File: config.mk
export PLATFORM = sky130hd
export DESIGN_NAME = adder_28_pipe
export DESIGN_NICKNAME = d
export VERILOG_FILES = /design/src/rtl/adder_28_pipe.sv
export SDC_FILE = /design/constraint.sdc
export NUM_CORES = 1
export LEC_CHECK = 0
export CORE_AREA = 2 2 39 41
export DETAILED_ROUTE_END_ITERATION = 16
export DIE_AREA = 0 0 41 43
export GPL_ROUTABILITY_DRIVEN = 1
export SYNTH_ARGS = -nofsm -noshare
export SYNTH_HDL_FRONTEND = slang
export SYNTH_SLANG_ARGS = --single-unit
File: constraint.sdc
create_clock -name clk -period 3.3 [get_ports clk]
set_input_delay 0.66 -clock clk [delete_from_list [all_inputs] [get_ports clk]]
set_output_delay 0.66 -clock clk [all_outputs]
set_load 0.01 [all_outputs]
File: src/rtl/adder_28_pipe.sv
// Registered 4+4-bit unsigned ripple-carry adder with valid-qualified output.
// Define ADDER_28_PIPE_INREG_EN to add an input register stage (latency 2 instead of 1).
module adder_28_pipe (
    input  logic       clk,
    input  logic       rst,
    input  logic       in_valid,
    input  logic [7:0] pi,
    output logic [4:0] po,
    output logic       out_valid
);

    function automatic logic [4:0] ripple_add(input logic [3:0] a, input logic [3:0] b);
        logic [4:0] c;
        logic [3:0] s;
        c[0] = 1'b0;
        for (int i = 0; i < 4; i++) begin
            s[i]     = a[i] ^ b[i] ^ c[i];
            c[i + 1] = (a[i] & b[i]) | (c[i] & (a[i] ^ b[i]));
        end
        return {c[4], s};
    endfunction

    logic [7:0] core_pi;
    logic       core_vld;

`ifdef ADDER_28_PIPE_INREG_EN
    logic [7:0] pi_q, pi_d;
    logic       valid_q, valid_d;

    always_comb begin
        pi_d    = in_valid ? pi : pi_q;
        valid_d = in_valid;
    end

    // Input stage: operands captured on valid only, valid tracked every cycle.
    always_ff @(posedge clk) begin
        if (rst) begin
            pi_q    <= 8'h00;
            valid_q <= 1'b0;
        end else begin
            pi_q    <= pi_d;
            valid_q <= valid_d;
        end
    end

    assign core_pi  = pi_q;
    assign core_vld = valid_q;
`else
    assign core_pi  = pi;
    assign core_vld = in_valid;
`endif

    logic [4:0] po_q, po_d;
    logic       out_valid_q, out_valid_d;

    always_comb begin
        po_d        = core_vld ? ripple_add(core_pi[7:4], core_pi[3:0]) : po_q;
        out_valid_d = core_vld;
    end

    // Output stage: sum holds across invalid cycles, valid is a per-cycle flag.
    always_ff @(posedge clk) begin
        if (rst) begin
            po_q        <= 5'b00000;
            out_valid_q <= 1'b0;
        end else begin
            po_q        <= po_d;
            out_valid_q <= out_valid_d;
        end
    end

    assign po        = po_q;
    assign out_valid = out_valid_q;

endmodule

Yosys cells after proc, flatten, opt, wreduce, memory -nomap -nowiden

Cells that the tools add are included.

Bits in registers: 6
Output and inout port bits: 6
Word-level logic and storage cells: 19

Bitwise logic cells: 17

Operator list:

| operator          | count |
|---|---|
| bitwise AND 1 bit | 7 |
| XOR 1 bit         | 7 |
| OR 1 bit          | 3 |

Depth between registers and ports, before layout

Gate-level depths: netlist of the first run.

Depth after elaboration: 7
Gate-level depth with buffers: 8
Gate-level depth less buffers: 8

Least setup slack after synthesis of the first run

Ideal clock, no wire load.

Path type: input port to flip-flop
Start: input pi[0]
End: register po_q[3] (netlist: po[3])
Data arrival time: 2093 ps
Path slack: 1128 ps
Stages on the path: 8
Buffers on the path: 0
Path through: ha_1 -> inv_1 -> fa_1 -> inv_1 -> fa_1 -> inv_1 -> fa_1 -> a211oi_2

Longest elaborated chain between the ends: 6

RTL lines:

| item                           | RTL line | text |
|---|---|---|
| start, declared                | 7        | `input logic [7:0] pi,` |
| bitwise AND 1 bit (2 in a row) | 18       | `c[i + 1] = (a[i] & b[i]) \| (c[i] & (a[i] ^ b[i]));` |
| OR 1 bit                       | 18       |  |
| bitwise AND 1 bit              | 18       |  |
| OR 1 bit                       | 18       |  |
| XOR 1 bit                      | 17       | `s[i] = a[i] ^ b[i] ^ c[i];` |
| end signal, assigned           | 67       | `po_q <= po_d;` |
| end, declared                  | 53       | `logic [4:0] po_q, po_d;` |

No other way between the ends.
A chain may end at the register's enable or synchronous reset.

Worst setup path in the final report of the first run

Ends and elaborated chain as after synthesis.

==> impl_metrics.tcl, run 1 <==
set metrics [dict create \
    status "finished, final reports clean" \
    h-tree-depth 1 \
    synth.yosys.warnings 0 \
    first_global_vias 241 \
    root_buffer "clkbuf_4" \
    synth_seq_area_share 0.381 \
    coreArea_um2 1380 \
    ys_ff_latch 6 \
    io_pins 17 \
    grt_usage 0.0868 \
    peakVddDrop_mv 0.168 \
    endpoint_kind "flop" \
    final_cells 63 \
    nets 64 \
    max-slew-margin-rel 0.701 \
    n_fill_cell 146 \
    drt_wl_total_um 566 \
    insertion_delay_ns 0.25 \
    cts.sinks 6 \
    postRouteAntennaNets 0 \
    power_frac_clock 0.349 \
    finalHoldViolations 0 \
    register_area_um2 120 \
    maxCapViolCount 0 \
    start_kind "primary input" \
    place_hpwl_um 423 \
    overflow 0 \
    synth.top_cell.area_share 0.381 \
    cts_hold_buf 0 \
    drive_gt1_frac 0.149 \
    syn-num-nets 44 \
    ys_types 10 \
    drc 0 \
    cts_tree "built" \
    viasPerCell 3.92 \
    start_util 0.228 \
    die-area_um2 1760 \
    wl_per_cell_um 8.98 \
    cts_setup_buffers 0 \
    clk_pin_slew_ns 0.05 \
    synth_area_leaders "dfxtp_1 38%, fa_1 19%, a211oi_2 12%" \
    leakagePower_nw 0.218 \
    die-width_um 41 \
    crit_type "in2reg" \
    cts_buffers 3 \
    multi_input_area_um2 158 \
    die_y_um 43 \
    clockBufferDepth 2 \
    setup_tns_ns 0 \
    critical_path.max_fanout 1 \
    fin_crit_ns 2.42 \
    critPathRequiredTime_ns 3.47 \
    syn2layout_area_growth_pct 60.7 \
    synth_largest_area_cell "dfxtp_1" \
    grt_setup_unrepaired "no" \
    skew_ns 0 \
    p_sw_frac 0.257 \
    n_antenna_cell 0 \
    port-buffer-count 16 \
    setup_viol 0 \
    pwr-share-comb 0.247 \
    timing.fmax_ghz 0.413 \
    internal-power_mw 0.150 \
    drt_iter0_markers 5 \
    grt_max_degree 10 \
    grt_pass1_wl_um 952 \
    gp_congestion 0.589 \
    syn_inst 29 \
    min_path_type "reg2reg" \
    rows 14 \
    avgSynthCellArea_um2 10.9 \
    p_switching_mw 0.0519 \
    placedCellCount 60 \
    syn_area_um2 315 \
    vias 247 \
    tightestPinTransition_ns 0.448 \
    power.density_nw_per_um2 399 \
    antenna_found_initial 0 \
    first_pass_iters 3 \
    cts_resized 0 \
    power_frac_seq 0.404 \
    arrival_ns 2.59 \
    final-max-slew-violation-count 0 \
    finalCritPeriodShare 0.733 \
]
==> sequential cells by signal, indices dropped and copies added, names as in the netlist <==
signal     cells
out_valid      1
po             5
==> synth_stat cells <==
cell type / n
a211oi_2: 3
nor2b_1: 1
inv_1: 7
buf_6: 1
dfxtp_1: 6
ha_1: 1
mux2i_1: 2
nor2_1: 4
fa_1: 3
nor2_2: 1
==> kinds of logic after synthesis <==
| group | count (synthesis) | synth area share |
|---|---|---|
| buffers and inverters | 8 | 0.119 |
| and+or+nand+nor | 6 | 0.0873 |
| DFF | 6 | 0.381 |
| adders and majority gates | 4 | 0.230 |
| AOI/OAI and AO/OA | 3 | 0.119 |
| muxes | 2 | 0.0635 |
==> area by class of cell <==
class	instances	share of cell area
clock buffers	3	0.0444
well taps	16	0.0395
repair buffers	16	0.316
flip-flops and latches	6	0.237
inverters	7	0.0519
multi-input cells	15	0.311
==> routing by layer <==
layer / part of all wire / vias up / GRT usage / wire length (um)
li1: - / 124 / - / -
met1: 0.48 / 107 / 0.118 / 269
met2: 0.37 / 13 / 0.0875 / 207
met3: 0.11 / 3 / 0.0524 / 62
met4: 0.046 / 0 / 0.0800 / 26
met5: 0 / - / 0 / 0
==> critical path: stages <==
cell             delay (ns)
clkdlybuf4s50_1        0.46
ha_1                   0.14
inv_1                  0.05
fa_1                   0.36
inv_1                  0.07
fa_1                   0.15
inv_1                  0.05
fa_1                   0.44
a211oi_2               0.22
==> metrics by stage <==
| stage | util | setup WS, ns | instance area, um2 | power (mW) | hold slack (ns) |
|---|---|---|---|---|---|
| floorplan | - | 1.13 | 315 | 0.107 | 0.508 |
| global placement | 0.350 | 0.618 | 484 | 0.134 | 0.479 |
| detailed placement | 0.350 | 0.601 | 484 | 0.134 | 0.489 |
| CTS | 0.366 | 0.852 | 507 | 0.207 | 0.502 |
| global route | 0.366 | 0.797 | 507 | 0.214 | 0.531 |
| finish | 0.366 | 0.880 | 507 | 0.202 | 0.494 |
==> layout by cell type (no fill, tap or decap) <==
cell type and n:
inv_1 7, nor2_2 1, a211oi_2 3, clkdlybuf4s50_1 16, nor2b_1 1, mux2i_1 2
clkbuf_4 3, dfxtp_1 6, ha_1 1, nor2_1 4, fa_1 3
==> power by group through the flow <==
stage                     clock (mW)  sequential (mW)  combinational [mW]
final                         0.0707           0.0817              0.0500
after global routing          0.0764           0.0823              0.0557
after CTS                     0.0741           0.0817              0.0513
after detailed placement           0           0.0830              0.0510
after global placement             0           0.0832              0.0506
after floorplan                    0           0.0860              0.0207
==> path summary, 6_finish.rpt <==
check | startpoint | end | slack, ns | cells past startpoint
worst max-delay path | pi[0] | po[3] | 0.88 | 9
worst min register to register | po[0] | po[0] | 0.49 | 2
worst max register to register | po[1] | po[1] | 2.67 | 2
worst min-delay path | po[0] | po[0] | 0.49 | 2
Power figures use the tool's default switching activity.
==> run 2, diff against run 1 <==
clock period = 2.4 ns   (was 3.3 ns; I/O delays follow)
==> impl_metrics.tcl, run 2 (synthesis results as in run 1) <==
set metrics [dict create \
    drive_gt1_frac 0.149 \
    skew_ns 0 \
    met2_usage 0.0938 \
    clk_pin_slew_ns 0.04 \
    start_util 0.228 \
    grt_max_degree 10 \
    n_antenna_cell 0 \
    grt_util_met1 0.118 \
    viasPerCell 3.87 \
    peakVddDrop_mv 0.273 \
    first_pass_iters 3 \
    timing.fmax_ghz 0.447 \
    root_buffer "clkbuf_4" \
    coreArea_um2 1380 \
    start_kind "primary input" \
    register_area_um2 120 \
    postPlaceCellArea_um2 484 \
    die-width_um 41 \
    port-buffer-count 16 \
    finalHoldViolations 0 \
    min_path_type "reg2reg" \
    drt_iter0_markers 4 \
    first_global_vias 233 \
    setup_viol 0 \
    final_cell_mix "16 x clkdlybuf4s50_1, 7 x inv_1, 6 x dfxtp_1" \
    antenna_found_initial 0 \
    power.density_nw_per_um2 542 \
    insertion_delay_ns 0.24 \
    fin_crit_ns 2.24 \
    grt_pass1_wl_um 945 \
    grt_usage 0.0879 \
    status "finished, final reports clean" \
    finalCritPeriodShare 0.933 \
    crit_chain "clkdlybuf4s50_1 -> ha_1 -> inv_1 -> fa_1 -> inv_1 -> fa_1 -> inv_1 -> fa_1 -> a211oi_2" \
    cts_setup_buffers 0 \
    die-area_um2 1760 \
    max-slew-margin-rel 0.703 \
    cp_top_family "adder cells" \
    drc 0 \
    stdcell_area_um2 507 \
    rows 14 \
    final_common_cell "clkdlybuf4s50_1" \
    cts_hold_buf 0 \
    syn2layout_area_growth_pct 60.7 \
    largest_register_ffs 5 \
    cp_slowest_cell "clkdlybuf4s50_1" \
    multi_input_area_um2 158 \
    nets 64 \
    cts_tree "built" \
    final-max-slew-violation-count 0 \
    cts_buffers 3 \
    postRouteAntennaNets 0 \
    maxCapViolCount 0 \
    critPathRequiredTime_ns 2.57 \
    grt_setup_unrepaired "no" \
    h-tree-depth 1 \
    cts.sinks 6 \
    drt_wl_total_um 552 \
    io_pins 17 \
    cp_num_buf_inv 4 \
    setup_tns_ns 0 \
    die_y_um 43 \
    vias 244 \
    endpoint_kind "flop" \
    wl_per_cell_um 8.76 \
    place_hpwl_um 419 \
    critical_path.max_fanout 1 \
    use_met3 0.0628 \
    power.total_mw 0.274 \
    tightestPinTransition_ns 0.444 \
    reg2reg_slack_ns 1.76 \
    leakagePower_nw 0.218 \
    overflow 0 \
    finish.utilization 0.366 \
    clockBufferDepth 2 \
    crit_type "in2reg" \
    cpPeakStageDelay_ns 0.46 \
    n_fill_cell 148 \
    cts_resized 0 \
    busiest_layer "met1" \
    arrival_ns 2.40 \
    gp_congestion 0.589 \
]
-- run 2: where the power goes --
| group | total (mW) | switching (mW) | internal (mW) | leakage (nW) |
|---|---|---|---|---|
| sequential | 0.113 | 0.00427 | 0.109 | 0.0498 |
| combinational | 0.0689 | 0.0270 | 0.0418 | 0.155 |
| clock | 0.0928 | 0.0362 | 0.0565 | 0.0138 |
| total | 0.274 | 0.0675 | 0.207 | 0.218 |
-- run 2: routing by layer --
layer	wire length, um	vias to the layer above
met5	0	-
met4	8	0
met3	62	2
met2	219	13
met1	262	105
li1	-	124
-- run 2: layout make-up --
cell class / instances / area share
Clock buffer: 3 / 0.0444
Inverter: 7 / 0.0519
Multi-Input combinational cell: 15 / 0.311
Sequential cell: 6 / 0.237
Tap cell: 16 / 0.0395
Timing Repair Buffer: 16 / 0.316
-- run 2: path summary, 6_finish.rpt --
check / from / end / cells after the start
worst max-delay path: pi[0] / po[3] / 9
worst min-delay path: po[2] / po[2] / 2
worst max register to register: po[1] / po[1] / 2
worst min register to register: po[2] / po[2] / 2
-- run 2: worst min-delay path: cells and delay by family, from the launching register on --
kind / cells / cell delay [ns]
flops: 1 / 0.32
mux: 1 / 0.07
simple gates: 1 / 0.07
-- run 2: metrics by stage --
| stage | instances | setup slack (ns) | hold WS, ns |
|---|---|---|---|
| after global placement | 60 | -0.103 | 0.479 |
| after global routing | 63 | 0.0879 | 0.513 |
| after detailed placement | 60 | -0.129 | 0.487 |
| final | 63 | 0.162 | 0.495 |
| after floorplan | 29 | 0.408 | 0.508 |
| after CTS | 63 | 0.135 | 0.500 |
